### src/rtl/radd_mul_ctrl_if.sv
// Handshake and strobe bundle between a requester and the repeated-addition
// multiplier controller. The master drives start/din; the controller drives the rest.
interface radd_mul_ctrl_if #(parameter int WIDTH = 16);
    logic             start;
    logic [WIDTH-1:0] din;
    logic             ld_a;
    logic             clr_p;
    logic             ld_p;
    logic             eqz;
    logic             busy;
    logic             done;
    logic [WIDTH-1:0] count;

    modport master (
        output start, din,
        input  ld_a, clr_p, ld_p, eqz, busy, done, count
    );

    modport slave (
        input  start, din,
        output ld_a, clr_p, ld_p, eqz, busy, done, count
    );
endinterface

### src/rtl/radd_mul_ctrl.sv
// Control FSM and multiplier down-counter for a repeated-addition multiplier:
// loads A, latches B, then issues one P <= P + A strobe per count until zero.
module radd_mul_ctrl #(
    parameter int WIDTH = 16
) (
    input  logic          clk,
    input  logic          rst_n,
    radd_mul_ctrl_if.slave bus
);
    typedef enum logic [2:0] {
        IDLE   = 3'd0,
        LOAD_A = 3'd1,
        LOAD_B = 3'd2,
        ADD    = 3'd3,
        DONE   = 3'd4
    } state_t;

    state_t           state, state_nxt;
    logic [WIDTH-1:0] cnt;
    logic             cnt_z;

    assign cnt_z     = (cnt == '0);
    assign bus.eqz   = cnt_z;
    assign bus.count = cnt;

    always_ff @(posedge clk or negedge rst_n) begin
        if (!rst_n) state <= IDLE;
        else        state <= state_nxt;
    end

    // Decrement is gated on non-zero so the counter can never wrap.
    always_ff @(posedge clk or negedge rst_n) begin
        if (!rst_n)                      cnt <= '0;
        else if (state == LOAD_B)        cnt <= bus.din;
        else if (state == ADD && !cnt_z) cnt <= cnt - 1'b1;
    end

    always_comb begin
        state_nxt = IDLE;
        bus.ld_a  = 1'b0;
        bus.clr_p = 1'b0;
        bus.ld_p  = 1'b0;
        bus.busy  = 1'b0;
        bus.done  = 1'b0;
        case (state)
            IDLE:   state_nxt = bus.start ? LOAD_A : IDLE;
            LOAD_A: begin
                bus.ld_a  = 1'b1;
                bus.clr_p = 1'b1;
                bus.busy  = 1'b1;
                state_nxt = LOAD_B;
            end
            LOAD_B: begin
                bus.busy  = 1'b1;
                state_nxt = ADD;
            end
            ADD: begin
                bus.busy  = 1'b1;
                bus.ld_p  = !cnt_z;
                state_nxt = cnt_z ? DONE : ADD;
            end
            DONE: begin
                bus.busy  = 1'b1;
                bus.done  = 1'b1;
                state_nxt = IDLE;
            end
            default: state_nxt = IDLE;
        endcase
    end
endmodule

### src/flat_wrapper.sv
// flat-port wrapper written by rule: the top's interface ports become plain ports
module radd_mul_ctrl_flat 
#(
    parameter int WIDTH = 16
)
  (clk, rst_n, bus_start, bus_din, bus_ld_a, bus_clr_p, bus_ld_p, bus_eqz, bus_busy, bus_done, bus_count);
  radd_mul_ctrl_if #(.WIDTH(WIDTH)) bus_i ();
  input  logic clk;
  input  logic rst_n;
  input wire logic [$bits(bus_i.start)-1:0] bus_start;
  input wire logic [$bits(bus_i.din)-1:0] bus_din;
  output wire logic [$bits(bus_i.ld_a)-1:0] bus_ld_a;
  output wire logic [$bits(bus_i.clr_p)-1:0] bus_clr_p;
  output wire logic [$bits(bus_i.ld_p)-1:0] bus_ld_p;
  output wire logic [$bits(bus_i.eqz)-1:0] bus_eqz;
  output wire logic [$bits(bus_i.busy)-1:0] bus_busy;
  output wire logic [$bits(bus_i.done)-1:0] bus_done;
  output wire logic [$bits(bus_i.count)-1:0] bus_count;
  assign bus_i.start = bus_start;
  assign bus_i.din = bus_din;
  assign bus_ld_a = bus_i.ld_a;
  assign bus_clr_p = bus_i.clr_p;
  assign bus_ld_p = bus_i.ld_p;
  assign bus_eqz = bus_i.eqz;
  assign bus_busy = bus_i.busy;
  assign bus_done = bus_i.done;
  assign bus_count = bus_i.count;
  radd_mul_ctrl #(.WIDTH(WIDTH)) u_core (.clk(clk), .rst_n(rst_n), .bus(bus_i));
endmodule
### config.mk
export PLATFORM = sky130hd
export DESIGN_NAME = radd_mul_ctrl_flat
export DESIGN_NICKNAME = d
export VERILOG_FILES = /design/src/rtl/radd_mul_ctrl_if.sv /design/src/rtl/radd_mul_ctrl.sv /design/src/flat_wrapper.sv
export SDC_FILE = /design/constraint.sdc
export NUM_CORES = 1
export LEC_CHECK = 0
export ABC_AREA = 1
export BUFFER_PORTS_ARGS = -buffer_cell sky130_fd_sc_hd__buf_4
export CAP_MARGIN = 20
export CORE_ASPECT_RATIO = 0.8
export CORE_MARGIN = 2
export CORE_UTILIZATION = 48
export DETAILED_ROUTE_END_ITERATION = 7
export GPL_TIMING_DRIVEN = 1
export PLACE_DENSITY = 0.86
export RECOVER_POWER = 50
export SYNTH_ARGS = -nofsm -noshare
export SYNTH_HDL_FRONTEND = slang
export SYNTH_SLANG_ARGS = --single-unit
### constraint.sdc
create_clock -name clk -period 4.1 [get_ports clk]
set_input_delay 0 -clock clk [delete_from_list [all_inputs] [get_ports clk]]
set_output_delay 0 -clock clk [all_outputs]
set_load 0.01 [all_outputs]
=== After elaboration in Yosys (flattened, before gate mapping) ===
Index checks and enable logic that the tools add are counted.

* Reductions and logical operators: 6
* Mux-type cells: 9
* Add/subtract/negate cells: 1
* Eq/ne operators: 4

{| class="wikitable"
|+ Operator list
! kind !! count
|-
| $mux 16 || 2
|-
| $logic_not 16->1 || 1
|-
| $sub 16x1->16 const B || 1
|-
| $pmux 3 s4 || 1
|-
| $eq 3x2->1 const B || 2
|-
| $mux 1 || 5
|-
| $reduce_or 4->1 || 1
|-
| $eq 3x1->1 const B || 1
|-
| $eq 3x3->1 const B || 1
|-
| $logic_not 3->1 || 1
|-
| $mux 3 || 1
|-
| $reduce_bool 2->1 || 1
|-
| $logic_and 1x1->1 || 1
|-
| $logic_not 1->1 || 1
|}

* Output and inout bits: 22
* Logic and storage cells: 22
* Bits of input ports: 19
* Flip-flop bits (word level): 19

=== Depth between registers and ports, before layout ===
* Depth after elaboration: 5
* Depth in mapped cells: 11
* Depth with buffers taken out: 11

=== Least setup slack after synthesis ===
OpenSTA, ideal clock, no wires.

* Path type: register to register
* Start: reg u_core.cnt[1], in the netlist u_core.bus.count[1]
* End: reg u_core.cnt[14], in the netlist u_core.bus.count[14]
* Buffers on the path: 1
* Required time: 3.977 ns
* Period minus slack after synthesis: 1.508 ns
* Data arrival time: 1.385 ns
* Setup time: 0.123 ns
* Path slack: 2.592 ns
* Stages on the path, launching flop included: 11
* Cells stage by stage: dfrtp_1 inv_1 ha_1 nand2_2 nor2_4 nand2_2 nand2_4 nand2_4 buf_6 nor2_2 a21oi_2

* Longest elaborated chain between the ends: 4
* Elaborated cells between the ends (all ways): 7
* Those cells by class: add/sub: 1; mux: 2; reduce/logical: 4

{| class="wikitable"
|+ Ends and longest elaborated chain
! what !! line !! RTL
|-
| start, declared || radd_mul_ctrl.sv:19 || <nowiki>logic [WIDTH-1:0] cnt;</nowiki>
|-
| start signal, assigned || radd_mul_ctrl.sv:34 || <nowiki>else if (state == LOAD_B) cnt <= bus.din;</nowiki>
|-
| start signal, assigned || radd_mul_ctrl.sv:35 || <nowiki>else if (state == ADD && !cnt_z) cnt <= cnt - 1'b1;</nowiki>
|-
| branches (longest 4 deep; another with $sub 16x1->16) || n/a ||
|}

Parallel ways; which one is timed is not known. The select of a mux whose other input is x is not followed.
A chain may end at the register's enable or synchronous reset.

=== Worst setup path in the final report ===
* Start: reg u_core.cnt[1], in the netlist u_core.bus.count[1]
* End: reg u_core.state[1]

* Longest elaborated chain between the ends: 3

{| class="wikitable"
|+ Ends and longest elaborated chain
! what !! line !! RTL
|-
| $logic_not 16->1 || radd_mul_ctrl.sv:22 || <nowiki>assign cnt_z = (cnt == '0);</nowiki>
|-
| $mux 3 || radd_mul_ctrl.sv:60 || <nowiki>state_nxt = cnt_z ? DONE : ADD;</nowiki>
|-
| $pmux 3 s4 || radd_mul_ctrl.sv:45 || <nowiki>case (state)</nowiki>
|-
| via u_core.state_nxt[1] || radd_mul_ctrl.sv:18 || <nowiki>state_t state, state_nxt;</nowiki>
|-
| end signal, assigned || radd_mul_ctrl.sv:28 || <nowiki>else state <= state_nxt;</nowiki>
|-
| end, declared || radd_mul_ctrl.sv:18 ||
|}

The timed path passes the listed nets, and every way through them passes these cells.

==> run summary <==
The first global-routing pass estimated 5.69 mm of wire. In the routed design, unresolved DRC markers number 0. The aggregate negative setup slack is 0 ns, and the required time at the endpoint of the critical path is 4.25 ns. The clock drives 19 sinks. Area growth from synthesis to final layout: 21.5%. The average wire length per cell after detail routing works out to 11.6 um. The logs give 2.24 ns for the minimum setup slack among reg-to-reg paths and 0 for the count of endpoints failing setup in the final report.

The tools report the final wirelength as 3.31 mm. The run gives 0.000841 uW as the total leakage power. The post-synthesis cell area was 0.00143 mm2; the die boundary height was 52.8 um. The analysis attributes to net switching a power of 719 uW.

For the die area, the log shows 0.00344 mm2. The run gives 123 as the number of DRC markers in iteration 0. In this run, CTS created clock tree buffers numbering 3. The logs give 207 for the cell count after synthesis and 33.3% for the relative slew slack. The average size of a mapped cell is 6.91 um2.

In the final design database the tool counted 267 nets. The shortest period the worst path allows works out to 1.86 ns. TritonCTS built the clock tree. At the pin with the least slew margin, the transition time is 1.00 ns. In this run the worst hold path is classified as input port to register.

Cells with a size suffix above 1 make up 24.8% of the layout. Internal power comes to 668 uW. In this run the most critical hold path is launched from bus_din[6]. The final count of pins violating max slew came out at 0. The number of nets handed over by synthesis was 227.

The xor and xnor fraction of the mapped netlist area is 1.22%. The run gives 0.00281 mm2 as the area of the core. Yosys mapped the design onto 31 distinct sky130hd cell types. For the Yosys warning count, the log shows 0.

The cell depth of the worst flop-to-flop path was 8. Combinational logic burns 61.2% of the power. Setup slack on the critical path of the routed design comes to 2.24 ns. The number of port buffers was 40; the clock-pin transition on the worst setup and hold timing paths was 0.07 ns.

Number of endpoints with negative hold slack in the final report: 0. Nature of the critical path startpoint: a register. Max-cap violations in this run came to 0. The synthesized netlist devotes 9.35% of its cell area to compound gates.

The origin of the worst setup path was u_core.bus.count[1]. The initialized floorplan defines 17 standard-cell rows. The maximum clock frequency is 0.537 GHz, and the remaining global-route overflow is 0. Power comes to 1390 uW. The critical path capture point is u_core.state[1].

Initial core utilization: 51.0%. The portion of total power attributed to sequential cells was 29.1%; the number of search-and-repair iterations in the first detailed-routing pass was 4. Of all nets on the critical path, the largest fanout is 23. The synthesized netlist devotes 45.7% of its cell area to simple gates. By area, the combinational part of the netlist is dominated by simple AND/OR/NAND/NOR gates. The run finished with clean final reports. Initial antenna violation count: 0.

Summed over all nets, the half-perimeter wirelength after detailed placement is 2.44 mm. Horizontal extent of the die: 65.1 um. Via count of the routed design: 1427. Relative contribution of the clock network to total power: 9.7%.

Data on the critical path arrives at its endpoint at 2.01 ns. The worst-case vdd ir drop is 531 uV. The launching point of the worst reg2reg path was u_core.bus.count[1].

The count of nets left with antenna violations once routing finished came out at 0. Setup repair after global routing left no endpoint under its margin. The logs give 0 for the antenna diode count and 2 for the number of buffers on the longest clock path.

Entering global routing, the biggest net connects 30 pins. The global routing usage summed across all routing layers is 21.7%. The multiplexer share of the synthesized area works out to 0%.

The run gives 0.00174 mm2 as the final design area excluding fillers. The final setup skew is 0.00422 ns, and the number of synthesized register bits is 19. Before CTS, the worst setup slack after placement is 2.29 ns. Category of the critical setup timing path: register to register. The count of placed standard cells in the final layout, fillers left out was 284; the placed cell area was 0.00171 mm2. The synthesized-area fraction occupied by adder cells was 0.874%.

CTS placed an instance of sky130_fd_sc_hd__clkbuf_8 at the clock tree root. In this run the critical register-to-register path is captured at u_core.state[1]. The sequential cell area fraction in the yosys report is 33.2%.

Power spread over the standard cell area amounts to 798 mW/mm2. For the boundary pin count, the log shows 41. The logs give 1 for the count of H-tree levels built during CTS and 0.26 ns for the source-to-sink clock delay at the later pin of the worst-skew pair. Final RePlAce weighted congestion: 0.899. STA classifies the critical path endpoint as a register.

The number of global-route vias before repair was 1245; the switching power share of the total was 51.9%. The part of the cycle the worst path needs works out to 45.4%. After clock tree synthesis, the repair step resized 0 gates.

The total instance count after detailed placement was 277; the routed via count divided by cell count was 5.02.
-- critical path, cell delays in order (launching register included) --
cell and delay [ns]:
sky130_fd_sc_hd__dfrtp_1 0.40, sky130_fd_sc_hd__inv_1 0.11, sky130_fd_sc_hd__ha_1 0.21, sky130_fd_sc_hd__nand2_2 0.14
sky130_fd_sc_hd__nor2_4 0.15, sky130_fd_sc_hd__nand2_2 0.07, sky130_fd_sc_hd__nand2_4 0.15, sky130_fd_sc_hd__nand2_4 0.21
sky130_fd_sc_hd__or2_1 0.29
-- registers in the layout (all words and copies together) (netlist names) --
signal            cells
u_core.bus.count     16
u_core.state          3
-- final cells by class --
class / count / area, um2
fill: 284 / 1070
multi-input combinational: 162 / 818
sequential: 19 / 475
timing repair buffer: 43 / 285
inverter: 18 / 67.6
tap: 38 / 47.5
clock buffer: 4 / 45.0
-- per-stage QoR --
step / utilization [%] / hold slack (ns)
floorplan: - / -0.296
global placement: 60.9 / -0.109
detailed placement: 60.9 / -0.111
CTS: 63.5 / 0.0217
global route: 61.9 / 0.0524
finish: 61.9 / 0.0240
-- layout by cell type (no fill, tap or decap) --
cell type	instances
sky130_fd_sc_hd__nand2_1	65
sky130_fd_sc_hd__buf_4	28
sky130_fd_sc_hd__nand3_1	25
sky130_fd_sc_hd__nor2_1	20
sky130_fd_sc_hd__dfrtp_1	19
sky130_fd_sc_hd__inv_1	15
sky130_fd_sc_hd__clkbuf_1	13
sky130_fd_sc_hd__nor2_2	9
sky130_fd_sc_hd__o21ai_0	6
sky130_fd_sc_hd__o21ai_2	4
sky130_fd_sc_hd__nand2_2	3
sky130_fd_sc_hd__nor2_4	3
sky130_fd_sc_hd__inv_2	3
sky130_fd_sc_hd__or2_1	3
sky130_fd_sc_hd__a21oi_2	3
sky130_fd_sc_hd__clkbuf_8	3
sky130_fd_sc_hd__dlygate4sd3_1	3
sky130_fd_sc_hd__nand2_4	2
sky130_fd_sc_hd__nor3_1	2
sky130_fd_sc_hd__xor2_1	2
sky130_fd_sc_hd__o21ai_1	2
sky130_fd_sc_hd__a21oi_1	2
sky130_fd_sc_hd__nand3b_1	2
sky130_fd_sc_hd__nor3_2	1
sky130_fd_sc_hd__and2_1	1
sky130_fd_sc_hd__a31o_2	1
sky130_fd_sc_hd__nand4_1	1
sky130_fd_sc_hd__or2_2	1
sky130_fd_sc_hd__a31oi_1	1
sky130_fd_sc_hd__o211ai_1	1
sky130_fd_sc_hd__or2_0	1
sky130_fd_sc_hd__ha_1	1
-- cell usage after synthesis, drive strengths merged --
cell type  count  area (um2)
inv           18        67.6
o21ai         12        75.1
nor2          32         165
or2            5        31.3
nand3         25         125
nand3b         2        15.0
nand4          1        6.26
buf            8        70.1
ha             1        12.5
a31o           1        8.76
a21oi          5        36.3
xor2           2        17.5
a31oi          1        6.26
nand2         70         285
and2           1        6.26
dfrtp         19         475
nor3           3        20.0
o211ai         1        7.51
-- power by group through the flow --
| stage | clock network, uW | logic, uW | registers [uW] |
|---|---|---|---|
| 2_1_floorplan | 0 | 673 | 411 |
| 3_3_place_gp | 0 | 868 | 402 |
| 3_5_place_dp | 0 | 891 | 404 |
| 4_1_cts | 139 | 896 | 402 |
| 5_1_grt | 146 | 970 | 418 |
| 6_report | 135 | 849 | 403 |
-- kinds of logic (layout without fill, tap and decap cells) --
family,after synthesis,in the layout
simple gates,139,139
buf+inv,26,65
flops,19,19
xor+xnor,2,2
fa+ha+maj,1,1
compound gates,20,20
-- what timing repair did --
action | 4_1_cts | 5_1_grt
hold buffers | 3 | 0
hold endpoints to repair | 21 | 0
buffers inserted | 0 | 0
-- worst min path at each step --
stage / to / slack, ns / cells past startpoint
final: u_core.bus.count[6] / 0.02 / 3
after global routing: u_core.bus.count[10] / 0.05 / 5
after CTS: u_core.bus.count[6] / 0.02 / 3
after detailed placement: u_core.bus.count[8] / -0.11 / 1
after global placement: u_core.bus.count[8] / -0.11 / 1
after floorplan: u_core.bus.count[0] / -0.30 / 0
-- layer usage --
metal | track usage [%] | routed length (um) | up-vias | share of wire [%]
met5 | 0 | 0 | - | 0
met4 | 5.90 | 21 | 0 | 0.64
met3 | 4.95 | 225 | 4 | 6.8
met2 | 35.4 | 1520 | 42 | 46
met1 | 29.1 | 1540 | 648 | 47
li1 | - | - | 733 | -
Note: power is estimated with default switching activity, not from simulation.
